===== src/rtl/quot_buf.sv =====
// Result buffer between a stallable divider pipeline and a ready/valid consumer.
// Optional QUOT_BUF_CNT_EN adds a 16-bit delivered-result counter (deliv_cnt).
module quot_buf #(
  parameter int DEPTH = 4,
  parameter int QW    = 12
) (
  input  logic                       clk,
  input  logic                       rst,
  input  logic                       src_start,
  output logic                       div_start,
  input  logic                       div_done,
  input  logic [QW-1:0]              div_quot,
  output logic                       m_valid,
  output logic [QW-1:0]              m_data,
  input  logic                       m_ready,
`ifdef QUOT_BUF_CNT_EN
  output logic [15:0]                deliv_cnt,
`endif
  output logic [$clog2(DEPTH):0]     level
);

  localparam int PW = $clog2(DEPTH);
  localparam int LW = PW + 1;

  logic [QW-1:0] mem_q [DEPTH];
  logic [PW-1:0] wr_ptr_q, wr_ptr_d;
  logic [PW-1:0] rd_ptr_q, rd_ptr_d;
  logic [LW-1:0] level_q, level_d;
  logic          full, push, pop;

  // The divider only advances when its result is guaranteed a slot, so
  // overflow cannot happen and a frozen divider never pushes twice.
  assign full      = (level_q == LW'(DEPTH));
  assign m_valid   = (level_q != '0);
  assign pop       = m_valid & m_ready;
  assign div_start = ~rst & src_start & (~full | pop);
  assign push      = div_start & div_done;
  assign m_data    = mem_q[rd_ptr_q];
  assign level     = level_q;

  always_comb begin
    wr_ptr_d = wr_ptr_q;
    rd_ptr_d = rd_ptr_q;
    level_d  = level_q;
    if (push) wr_ptr_d = wr_ptr_q + PW'(1);
    if (pop)  rd_ptr_d = rd_ptr_q + PW'(1);
    case ({push, pop})
      2'b10:   level_d = level_q + LW'(1);
      2'b01:   level_d = level_q - LW'(1);
      default: level_d = level_q;
    endcase
  end

  always_ff @(posedge clk or posedge rst) begin
    if (rst) begin
      wr_ptr_q <= '0;
      rd_ptr_q <= '0;
      level_q  <= '0;
    end else begin
      wr_ptr_q <= wr_ptr_d;
      rd_ptr_q <= rd_ptr_d;
      level_q  <= level_d;
    end
  end

  always_ff @(posedge clk) begin
    if (push) mem_q[wr_ptr_q] <= div_quot;
  end

`ifdef QUOT_BUF_CNT_EN
  logic [15:0] cnt_q, cnt_d;

  always_comb begin
    cnt_d = cnt_q;
    if (pop) cnt_d = cnt_q + 16'd1;
  end

  always_ff @(posedge clk or posedge rst) begin
    if (rst) cnt_q <= '0;
    else     cnt_q <= cnt_d;
  end

  assign deliv_cnt = cnt_q;
`endif

endmodule


===== config.mk =====
export PLATFORM = sky130hd
export DESIGN_NAME = quot_buf
export DESIGN_NICKNAME = d
export VERILOG_FILES = /design/src/rtl/quot_buf.sv
export SDC_FILE = /design/constraint.sdc
export NUM_CORES = 1
export LEC_CHECK = 0
export BUFFER_PORTS_ARGS = -buffer_cell sky130_fd_sc_hd__buf_4
export CAP_MARGIN = 20
export CORE_AREA = 10 10 79 68
export CTS_BUF_LIST = sky130_fd_sc_hd__clkbuf_2
export DETAILED_ROUTE_END_ITERATION = 7
export DIE_AREA = 0 0 89 78
export PLACE_DENSITY = 0.8
export SLEW_MARGIN = 20
export SYNTH_ARGS = -nofsm -noshare
export SYNTH_HDL_FRONTEND = slang
export SYNTH_SLANG_ARGS = --single-unit

===== constraint.sdc =====
create_clock -name clk -period 5.5 [get_ports clk]
set_input_delay 0.825 -clock clk [delete_from_list [all_inputs] [get_ports clk]]
set_output_delay 0.825 -clock clk [all_outputs]
set_load 0.02 [all_outputs]

== Yosys cells after proc, flatten, opt, wreduce, memory -nomap -nowiden ==
Memories as Yosys holds them, arrays and structs flattened.
Index checks and enable logic that the tools add are counted.

* Word-level logic and storage cells: 23
* Memory bits (read-only): 0
* Output and inout bits: 17
* Input port bits: 17
* Register bits after elaboration: 7
* Memory bits (writable): 48
* Latch bits: 0
* Memories: 1

{| class="wikitable"
|+ Memory list
! memory !! depth !! bits a word !! rd ports !! clocked after memory_dff !! wr ports !! RTL line !! RTL
|-
| mem_q || 4 || 12 || 1 || 0 || 1 || 25 || <nowiki>logic [QW-1:0] mem_q [DEPTH];</nowiki>
|}

* Reduce and logical (&&, ||, !) cells: 2
* Add/sub/neg operators: 4
* Shift-type cells: 0
* Multiplexer cells: 3
* Div/mod/pow operators: 0
* Multiply operators: 0
* Bitwise logic cells: 7
* $lt $le $gt $ge: 0
* Equal/unequal tests: 3

{| class="wikitable"
|+ Operators by type and width
! cell !! count
|-
| one-hot mux 3 bit (2 select lines) || 1
|-
| adder 2 x 1 -> 2 bit, second input constant || 2
|-
| AND 1 bit || 4
|-
| adder 3 x 1 -> 3 bit, second input constant || 1
|-
| equality test 3 bit, second input constant || 1
|-
| nonzero test 3 bit || 1
|-
| subtractor 3 x 1 -> 3 bit, second input constant || 1
|-
| equality test 2 x 1 -> 1 bit, second input constant || 1
|-
| equality test 2 bit, second input constant || 1
|-
| two-way mux 1 bit || 2
|-
| inverter 1 bit || 2
|-
| nonzero test 2 bit || 1
|-
| bitwise OR 1 bit || 1
|}

== Longest topological paths before layout ==
Gate-level depths: netlist (run 1).

* Depth after elaboration: 7
* Gate-level depth with buffers: 9

== Least setup slack after synthesis (run 1) ==
Ideal clock, no wire load.

* Path kind: input port to flip-flop
* From: input port m_ready
* To: register level_q[2], in the netlist level[2]
* Path buffers: 0
* Arrival time: 2.220 ns
* Slack: 3.200 ns
* Stages on the path: 9
* Setup time: 0.080 ns
* Cells stage by stage: nor4b_4 -> nor3_4 -> inv_1 -> ha_1 -> inv_1 -> fa_1 -> xor2_1 -> nor2_1 -> xor2_1

* Cells in the longest elaborated chain, start to end: 6
* Elaborated cells on any way between the ends: 8

{| class="wikitable"
|+ Ends and longest elaborated chain
! what !! RTL line !! RTL
|-
| start, declared || 15 || <nowiki>input logic m_ready,</nowiki>
|-
| AND 1 bit (*) || 35 || <nowiki>assign pop = m_valid & m_ready;</nowiki>
|-
| bitwise OR 1 bit || 36 || <nowiki>assign div_start = ~rst & src_start & (~full | pop);</nowiki>
|-
| AND 1 bit || 36 ||
|-
| AND 1 bit || 37 || <nowiki>assign push = div_start & div_done;</nowiki>
|-
| equality test 2 x 1 -> 1 bit / equality test 2 bit (equally long branches) || 47 || <nowiki>case ({push, pop})</nowiki>
|-
| one-hot mux 3 bit (2 select lines) / nonzero test 2 bit (equally long branches) || n/a ||
|-
| end signal, assigned || 62 || <nowiki>level_q <= level_d;</nowiki>
|-
| end, declared || 28 || <nowiki>logic [LW-1:0] level_q, level_d;</nowiki>
|}

Every way passes the cells marked *; elsewhere a longest branch is shown, timed or not.
A chain may end at the register's enable or synchronous reset.

== Worst setup path after layout (run 1) ==
* From: register rd_ptr_q[0]
* To: output port m_data[4]

* Cells in the longest elaborated chain, start to end: 1

{| class="wikitable"
|+ Ends and longest elaborated chain
! what !! RTL line !! RTL
|-
| start, declared || 27 || <nowiki>logic [PW-1:0] rd_ptr_q, rd_ptr_d;</nowiki>
|-
| start signal, assigned || 61 || <nowiki>rd_ptr_q <= rd_ptr_d;</nowiki>
|-
| memory read (4 x 12 bit) || n/a ||
|-
| end, declared || 14 || <nowiki>output logic [QW-1:0] m_data,</nowiki>
|}

No other way between the ends.

==> results of run 1 <==
## logic make-up after synthesis
group / synth area share [%]
AO/OA/AOI/OAI: 0.455
AND/OR/NAND/NOR: 4.38
adder cells (fa/ha/maj): 3.75
XOR/XNOR: 2.39
flip-flops: 73.5
multiplexers: 13.4
buffers and inverters: 2.16
## metrics by stage
stage	cell area, um2	instances
floorplan	2200	103
detailed placement	2480	179
global route	2520	187
CTS	2520	187
finish	2520	187
global placement	2480	179
## placed cells by master (no fill, tap or decap), drive strengths merged
master	n
edfxtp	48
buf	33
mux4	12
inv	7
dfrtp	7
ha	5
clkbuf	5
and2	4
xor2	3
xnor2	3
nand2	2
clkinv	2
o31a	1
nor4b	1
nor3	1
mux2i	1
or3	1
nor3b	1
nor2	1
mux2	1
fa	1
clkinvlp	1
## critical path: stages, from the launching register on
cell and delay (ns):
sky130_fd_sc_hd__dfrtp_1 0.93, sky130_fd_sc_hd__mux4_2 0.61, sky130_fd_sc_hd__buf_4 0.17
## state kept, by name, indices dropped and copies added (netlist names)
signal	count
level	3
rd_ptr_q	2
mem_q	48
wr_ptr_q	2
## metal layers
metal / vias up / GRT usage [%] / part of all wire [%]
li1: 469 / - / -
met1: 521 / 13.7 / 40
met2: 21 / 18.1 / 53
met3: 6 / 4.07 / 5.8
met4: 0 / 5.24 / 1.5
met5: - / 0 / 0
## layout make-up
class | instances | area (um2)
Tap cell | 46 | 57.6
Clock buffer | 5 | 25.0
Multi-Input combinational cell | 38 | 537
Inverter | 7 | 26.3
Clock inverter | 3 | 15.0
Timing Repair Buffer | 33 | 248
Sequential cell | 55 | 1620
Fill cell | 275 | 1390
## worst paths after layout
kind                              from          end  slack (ns)  cells past startpoint
max                        rd_ptr_q[0]    m_data[4]        2.52                      2
min                                rst  rd_ptr_q[1]        0.29                      2
max reg2reg                   level[0]     level[2]        3.32                      9
min reg2reg                   level[2]     level[2]        0.55                      1
max in group asynchronous          rst     level[0]        4.98                      2
min in group clk              level[2]     level[2]        0.55                      1
## where the power goes
group | switching [mW] | internal (mW) | leakage, nW
logic | 0.185 | 0.216 | 0.382
clock network | 0.116 | 0.0282 | 0.0241
registers | 0.0798 | 0.501 | 0.515
==> qor.log, run 1 <==
[sta] portion of the clock cycle consumed by the worst path in the final layout 54.2%
[clock_tree] clock tree from TritonCTS built
[sta] Max Clock Freq 335 MHz
[global_routing] vias in the first global route 1155
[clock_tree] # Post-CTS Setup Buffers 0
[clock_tree] number of hold buffers added after cts 0
[sta] maximum clock skew at final layout 0.0147 ns
[yosys] synthesized area divided by synthesized cell count 21.4 um2
[yosys] post-synthesis cell type with the largest combined area sky130_fd_sc_hd__edfxtp_1
[yosys] number of synthesized flops with an enable pin 48
[detailed_routing] average wire per cell in the routed design 19.0 um
[yosys] Seq cells post-synth 55
[sta] final setup violating endpoints 0
[yosys] dominant synthesized flop cell sky130_fd_sc_hd__edfxtp_1
[detailed_routing] TritonRoute pass-1 iters 4
[die] Die X-Extent 89 um
[clock_tree] Bufs on Longest Clock Path 2
[sta] Worst Tran Pin Value 0.815 ns
[sta] Setup TNS 0 ns
[hold_path] HP Class input port to async pin
[cells_and_area] area delta synth->final 14.7%
[die] effective utilization at floorplan 56.2%
[cells_and_area] final cell utilization of the core 64.5%
[clock_tree] CTS H-tree lvls 2
[detailed_routing] count of unresolved DRC violations after routing 0
[clock_tree] clock buffer count from CTS 5
[critical_path] class of the most critical setup path flip-flop to output pin
[die] die area 0.00694 mm2
[yosys] syn nets 126
[detailed_routing] final wirelength 3560 um
[clock_tree] sink count of the clock tree 55
[pwr] Design Power 1.13 mW
[die] height of the chip 78 um
[yosys] leading cell type by number of instances after synthesis sky130_fd_sc_hd__edfxtp_1
[sta] hold violation count in the final report 0
[yosys] count of mapped cells out of synthesis 103
[placement] RePlAce Congestion 0.714
[sta] worst-case headroom to the max-slew limit 45.7%
[global_routing] Overflow after GRT 0
[critical_path] Setup crit start kind flip-flop
[cells_and_area] fraction of layout cells with a size suffix above 1 42.6%
[global_routing] number of antenna violations at the first check in global routing 0
[sta] Final Hold Slack 0.294 ns
[yosys] count of cell types in the netlist 20
[sta] unrepaired setup endpoints after global routing no
[sta] final count of pins violating max slew 0
[detailed_routing] post-DR vias/cell 5.44
[sta] shortest clock period the worst path allows after layout 2.98 ns
[global_routing] gr usage total 11.4%
[yosys] leading cell types by count after synthesis sky130_fd_sc_hd__edfxtp_1 (48), sky130_fd_sc_hd__mux4_2 (12), sky130_fd_sc_hd__dfrtp_1 (7), sky130_fd_sc_hd__inv_1 (7), sky130_fd_sc_hd__ha_1 (5)
[detailed_routing] number of violations reported at the end of detailed-routing iteration 0 96
[sta] final worst-path setup slack 2.52 ns
[placement] Placement Setup Slack 2.93 ns
[yosys] Warnings, synthesis 0
[run] number of violations of the max-capacitance limit 0
[yosys] part of the Yosys area used for sequential elements 73.5%
[yosys] async set-reset flop share out of synthesis 12.7%
[die] site row count 21
[critical_path] required time worst endpoint 4.68 ns
[placement] I/O Buffers 33
[pwr] power density over the cells 446 mW/mm2
[clock_tree] clk_lat worst skew 0.44 ns
[cells_and_area] final net count 163
[critical_path] critical-path maximum fanout 14
[global_routing] first-pass GRT wire length 5920 um
[critical_path] element type at the critical path end output pin
[detailed_routing] DR vias 1017
[critical_path] Critical Path AT 2.16 ns
[yosys] Synth top area share 65.5%
[cells_and_area] number of antenna diodes 0
[yosys] area of the mapped netlist 0.00220 mm2
[clock_tree] Gates resized, CTS repair 0
[clock_tree] CTS Root Buffer Type sky130_fd_sc_hd__clkbuf_2
[global_routing] maximum number of pins on one net before global-route repair 17
[clock_tree] clock-pin transition on the worst setup and hold timing paths 0.24 ns
[die] placeable core region 0.00392 mm2
[yosys] synth top area cells sky130_fd_sc_hd__edfxtp_1 (65%), sky130_fd_sc_hd__mux4_2 (12%), sky130_fd_sc_hd__dfrtp_1 (8.0%)
[outcome] status complete, no violations
[pwr] maximum VDD drop 227 uV
[die] Boundary Pins 34
[pwr] Static Leak 0.921 nW
[detailed_routing] count of antenna-violating nets left after detailed routing 0
Note: power is estimated with default switching activity, not from simulation.
==> inputs of run 2 (changes only) <==
--- a/config.mk
+++ b/config.mk
@@ -7,11 +7,11 @@
 export LEC_CHECK = 0
 export BUFFER_PORTS_ARGS = -buffer_cell sky130_fd_sc_hd__buf_4
 export CAP_MARGIN = 20
-export CORE_AREA = 10 10 79 68
+export CORE_AREA = 10 10 84 72
 export CTS_BUF_LIST = sky130_fd_sc_hd__clkbuf_2
 export DETAILED_ROUTE_END_ITERATION = 7
-export DIE_AREA = 0 0 89 78
-export PLACE_DENSITY = 0.8
+export DIE_AREA = 0 0 94 82
+export PLACE_DENSITY = 0.74
 export SLEW_MARGIN = 20
 export SYNTH_ARGS = -nofsm -noshare
 export SYNTH_HDL_FRONTEND = slang
==> constraint.sdc (replaced) <==
create_clock -name clk -period 2.6 [get_ports clk]
set_input_delay 0.39 -clock clk [delete_from_list [all_inputs] [get_ports clk]]
set_output_delay 0.39 -clock clk [all_outputs]
set_load 0.02 [all_outputs]
==> run 2 against run 1 <==
Net effect: critical path depth up 7; clock power rose to 2.8 times the previous value; first-iteration DRC count down 54%; sequential power up 100%; register-to-register slack worse by 2.9 ns; design area up 2.6%; utilization down 5.7 points; clock-buffer cell count unchanged; critical path type is now flip-flop to flip-flop; sequential cell count unchanged; combinational power up 130%.
==> qor.log, run 2 (synthesis gave the netlist of run 1 again) <==
[outcome] status complete, no violations
[critical_path] R2R depth 9 [unchanged]
[clock_tree] Bufs on Longest Clock Path 2 [unchanged]
[hold_path] min-delay src div_quot[0]
[detailed_routing] TritonRoute pass-1 iters 3 [-1]
[sta] Max Clock Freq 457 MHz
[global_routing] vias in the first global route 1142 [-1.1%]
[global_routing] met3 Usage GRT 2.73% [-1.3 points]
[clock_tree] # Post-CTS Setup Buffers 0 [unchanged]
[critical_path] class of the most critical setup path flip-flop to flip-flop
[die] Boundary Pins 34 [unchanged]
[pwr] relative contribution of sequential cells to total power 46.7% [-4.9 points]
[pwr] combinational group share of total power 37.0% [+1.4 points]
[critical_path] Setup crit start kind flip-flop
[die] effective utilization at floorplan 50.0% [-6.2 points]
[sta] final count of pins violating max slew 0 [unchanged]
[global_routing] Overflow after GRT 0 [unchanged]
[global_routing] gr usage total 10.5% [-0.96 points]
[placement] RePlAce Congestion 0.667 [-6.7%]
[pwr] Static Leak 0.951 nW [+3.3%]
[pwr] power density over the cells 970 mW/mm2 [+120%]
[critical_path] required time worst endpoint 2.99 ns [-1.69 ns]
[sta] unrepaired setup endpoints after global routing no
[hold_path] HP Class input port to flip-flop
[critical_path] reg2reg start level[0]
[critical_path] element type at the critical path end flip-flop
[cells_and_area] final cell utilization of the core 58.8% [-5.7 points]
[sta] Worst Tran Pin Value 0.583 ns [-0.232 ns]
[placement] detailed placer's ending HPWL 2630 um
[cells_and_area] largest register by flop count mem_q
[cells_and_area] Fillers 348 [+27%]
[global_routing] maximum number of pins on one net before global-route repair 17 [unchanged]
[cells_and_area] fraction of layout cells with a size suffix above 1 43.8% [+1.2 points]
[cells_and_area] final net count 166 [+1.8%]
[clock_tree] CTS Root Buffer Type sky130_fd_sc_hd__clkbuf_2
[sta] worst-case headroom to the max-slew limit 61.1% [+15 points]
[detailed_routing] count of antenna-violating nets left after detailed routing 0 [unchanged]
[clock_tree] clk_lat worst skew 0.43 ns [about the same]
[sta] shortest clock period the worst path allows after layout 2.19 ns
[sta] portion of the clock cycle consumed by the worst path in the final layout 84.2%
[global_routing] first-pass GRT wire length 6000 um [+1.4%]
[die] placeable core region 0.00440 mm2 [+12%]
[cells_and_area] top library cells by usage in the layout, fill and taps aside sky130_fd_sc_hd__edfxtp_1 (48), sky130_fd_sc_hd__buf_4 (35), sky130_fd_sc_hd__mux4_2 (12)
[cells_and_area] number of flip-flops in the largest register 48 [unchanged]
[detailed_routing] post-DR vias/cell 5.08 [-6.6%]
[detailed_routing] number of violations reported at the end of detailed-routing iteration 0 44 [-54%]
[sta] hold violation count in the final report 0 [unchanged]
[clock_tree] clock-pin transition on the worst setup and hold timing paths 0.25 ns [about the same]
[global_routing] met1 track utilization from global routing 12.1% [-1.6 points]
[critical_path] worst reg2reg endpoint level[2]
[die] die area 0.00771 mm2 [+11%]
[critical_path] worst setup slack for register-to-register paths 0.41 ns [-2.91 ns]
[pwr] switching power 819 uW [+120%]
[critical_path] Critical Path AT 2.58 ns [+0.42 ns]
[run] number of violations of the max-capacitance limit 0 [unchanged]
[die] height of the chip 82 um [+5.1%]
[die] site row count 22 [+4.8%]
[global_routing] global-route track usage on met2 17.7% [-0.46 points]
[global_routing] number of antenna violations at the first check in global routing 0 [unchanged]
[sta] Setup TNS 0 ns [unchanged]
[pwr] proportion of power drawn by the clock network 16.3% [+3.5 points]
[sta] final setup violating endpoints 0 [unchanged]
[global_routing] most congested layer reported by global routing met2
[detailed_routing] DR vias 1036 [+1.9%]
[cells_and_area] area delta synth->final 17.7%
[placement] I/O Buffers 33 [unchanged]
[pwr] maximum VDD drop 462 uV [+100%]
[sta] maximum clock skew at final layout 0.00932 ns [-0.00534 ns]
[clock_tree] clock tree from TritonCTS built
[clock_tree] Gates resized, CTS repair 0 [unchanged]
[clock_tree] number of hold buffers added after cts 1 [+1]
[critical_path] critical-path maximum fanout 7 [-7]
[die] Die X-Extent 94 um [+5.6%]
[pwr] Sw Share 32.6% [-1.3 points]
[hold_path] end of the worst hold path mem_q[3][0]
[cells_and_area] number of antenna diodes 0 [unchanged]
[clock_tree] clock buffer count from CTS 5 [unchanged]
[detailed_routing] average wire per cell in the routed design 18.1 um [-4.9%]
[hold_path] cell depth of the worst hold path 1
[detailed_routing] count of unresolved DRC violations after routing 0 [unchanged]
[clock_tree] sink count of the clock tree 55 [unchanged]
[detailed_routing] final wirelength 3690 um [+3.7%]
[pwr] Internal Power 1.70 mW [+130%]
[clock_tree] CTS H-tree lvls 2 [unchanged]
[cells_and_area] most common library cell in the layout ignoring fill and taps sky130_fd_sc_hd__edfxtp_1
run 2: stage by stage:
stage	instances	power [mW]	setup WS (ns)	hold slack (ns)	instance area, um2
2_1_floorplan	103	1.81	0.525	0.193	2200
3_3_place_gp	195	2.12	0.543	0.368	2520
3_5_place_dp	195	2.16	0.448	0.370	2520
4_1_cts	204	2.56	0.323	0.110	2590
5_1_grt	204	2.66	0.251	0.0675	2590
6_report	204	2.51	0.411	0.134	2590
run 2: power groups by stage:
stage	Sequential (mW)	Clock [mW]	Combinational [mW]
2_1_floorplan	1.17	0	0.637
3_3_place_gp	1.19	0	0.929
3_5_place_dp	1.20	0	0.956
4_1_cts	1.18	0.417	0.959
5_1_grt	1.19	0.458	1.01
6_report	1.18	0.409	0.930
run 2: worst max-delay path, cell delays in order (launching register included):
cell and delay, ns:
sky130_fd_sc_hd__dfrtp_1 0.52, sky130_fd_sc_hd__nor4b_4 0.40, sky130_fd_sc_hd__nor3_4 0.11, sky130_fd_sc_hd__inv_1 0.07, sky130_fd_sc_hd__ha_1 0.17, sky130_fd_sc_hd__inv_1 0.06, sky130_fd_sc_hd__fa_1 0.37, sky130_fd_sc_hd__xor2_1 0.15
sky130_fd_sc_hd__nor2_1 0.12, sky130_fd_sc_hd__xor2_1 0.15
run 2: worst max path at each step:
stage	start	to	cells after the start
detailed placement	level[0]	level[2]	9
global placement	level[0]	level[2]	9
global route	rd_ptr_q[1]	m_data[2]	2
floorplan	level[0]	level[2]	9
finish	level[0]	level[2]	9
CTS	rd_ptr_q[1]	m_data[11]	2
run 2: area by class of cell:
class                      instances  area, um2  share of cell area [%]
sequential                        55       1620                    62.4
multi-input combinational         38        537                    20.7
timing repair buffer              36        273                    10.5
tap                               60       75.1                    2.90
clock inverter                     3       38.8                    1.50
inverter                           7       26.3                    1.01
clock buffer                       5       25.0                   0.966
run 2: per-layer routing:
metal | up-vias | wire length [um]
met3 | 7 | 123
met4 | 0 | 91
met5 | - | 0
met1 | 529 | 1510
li1 | 479 | -
met2 | 21 | 1970
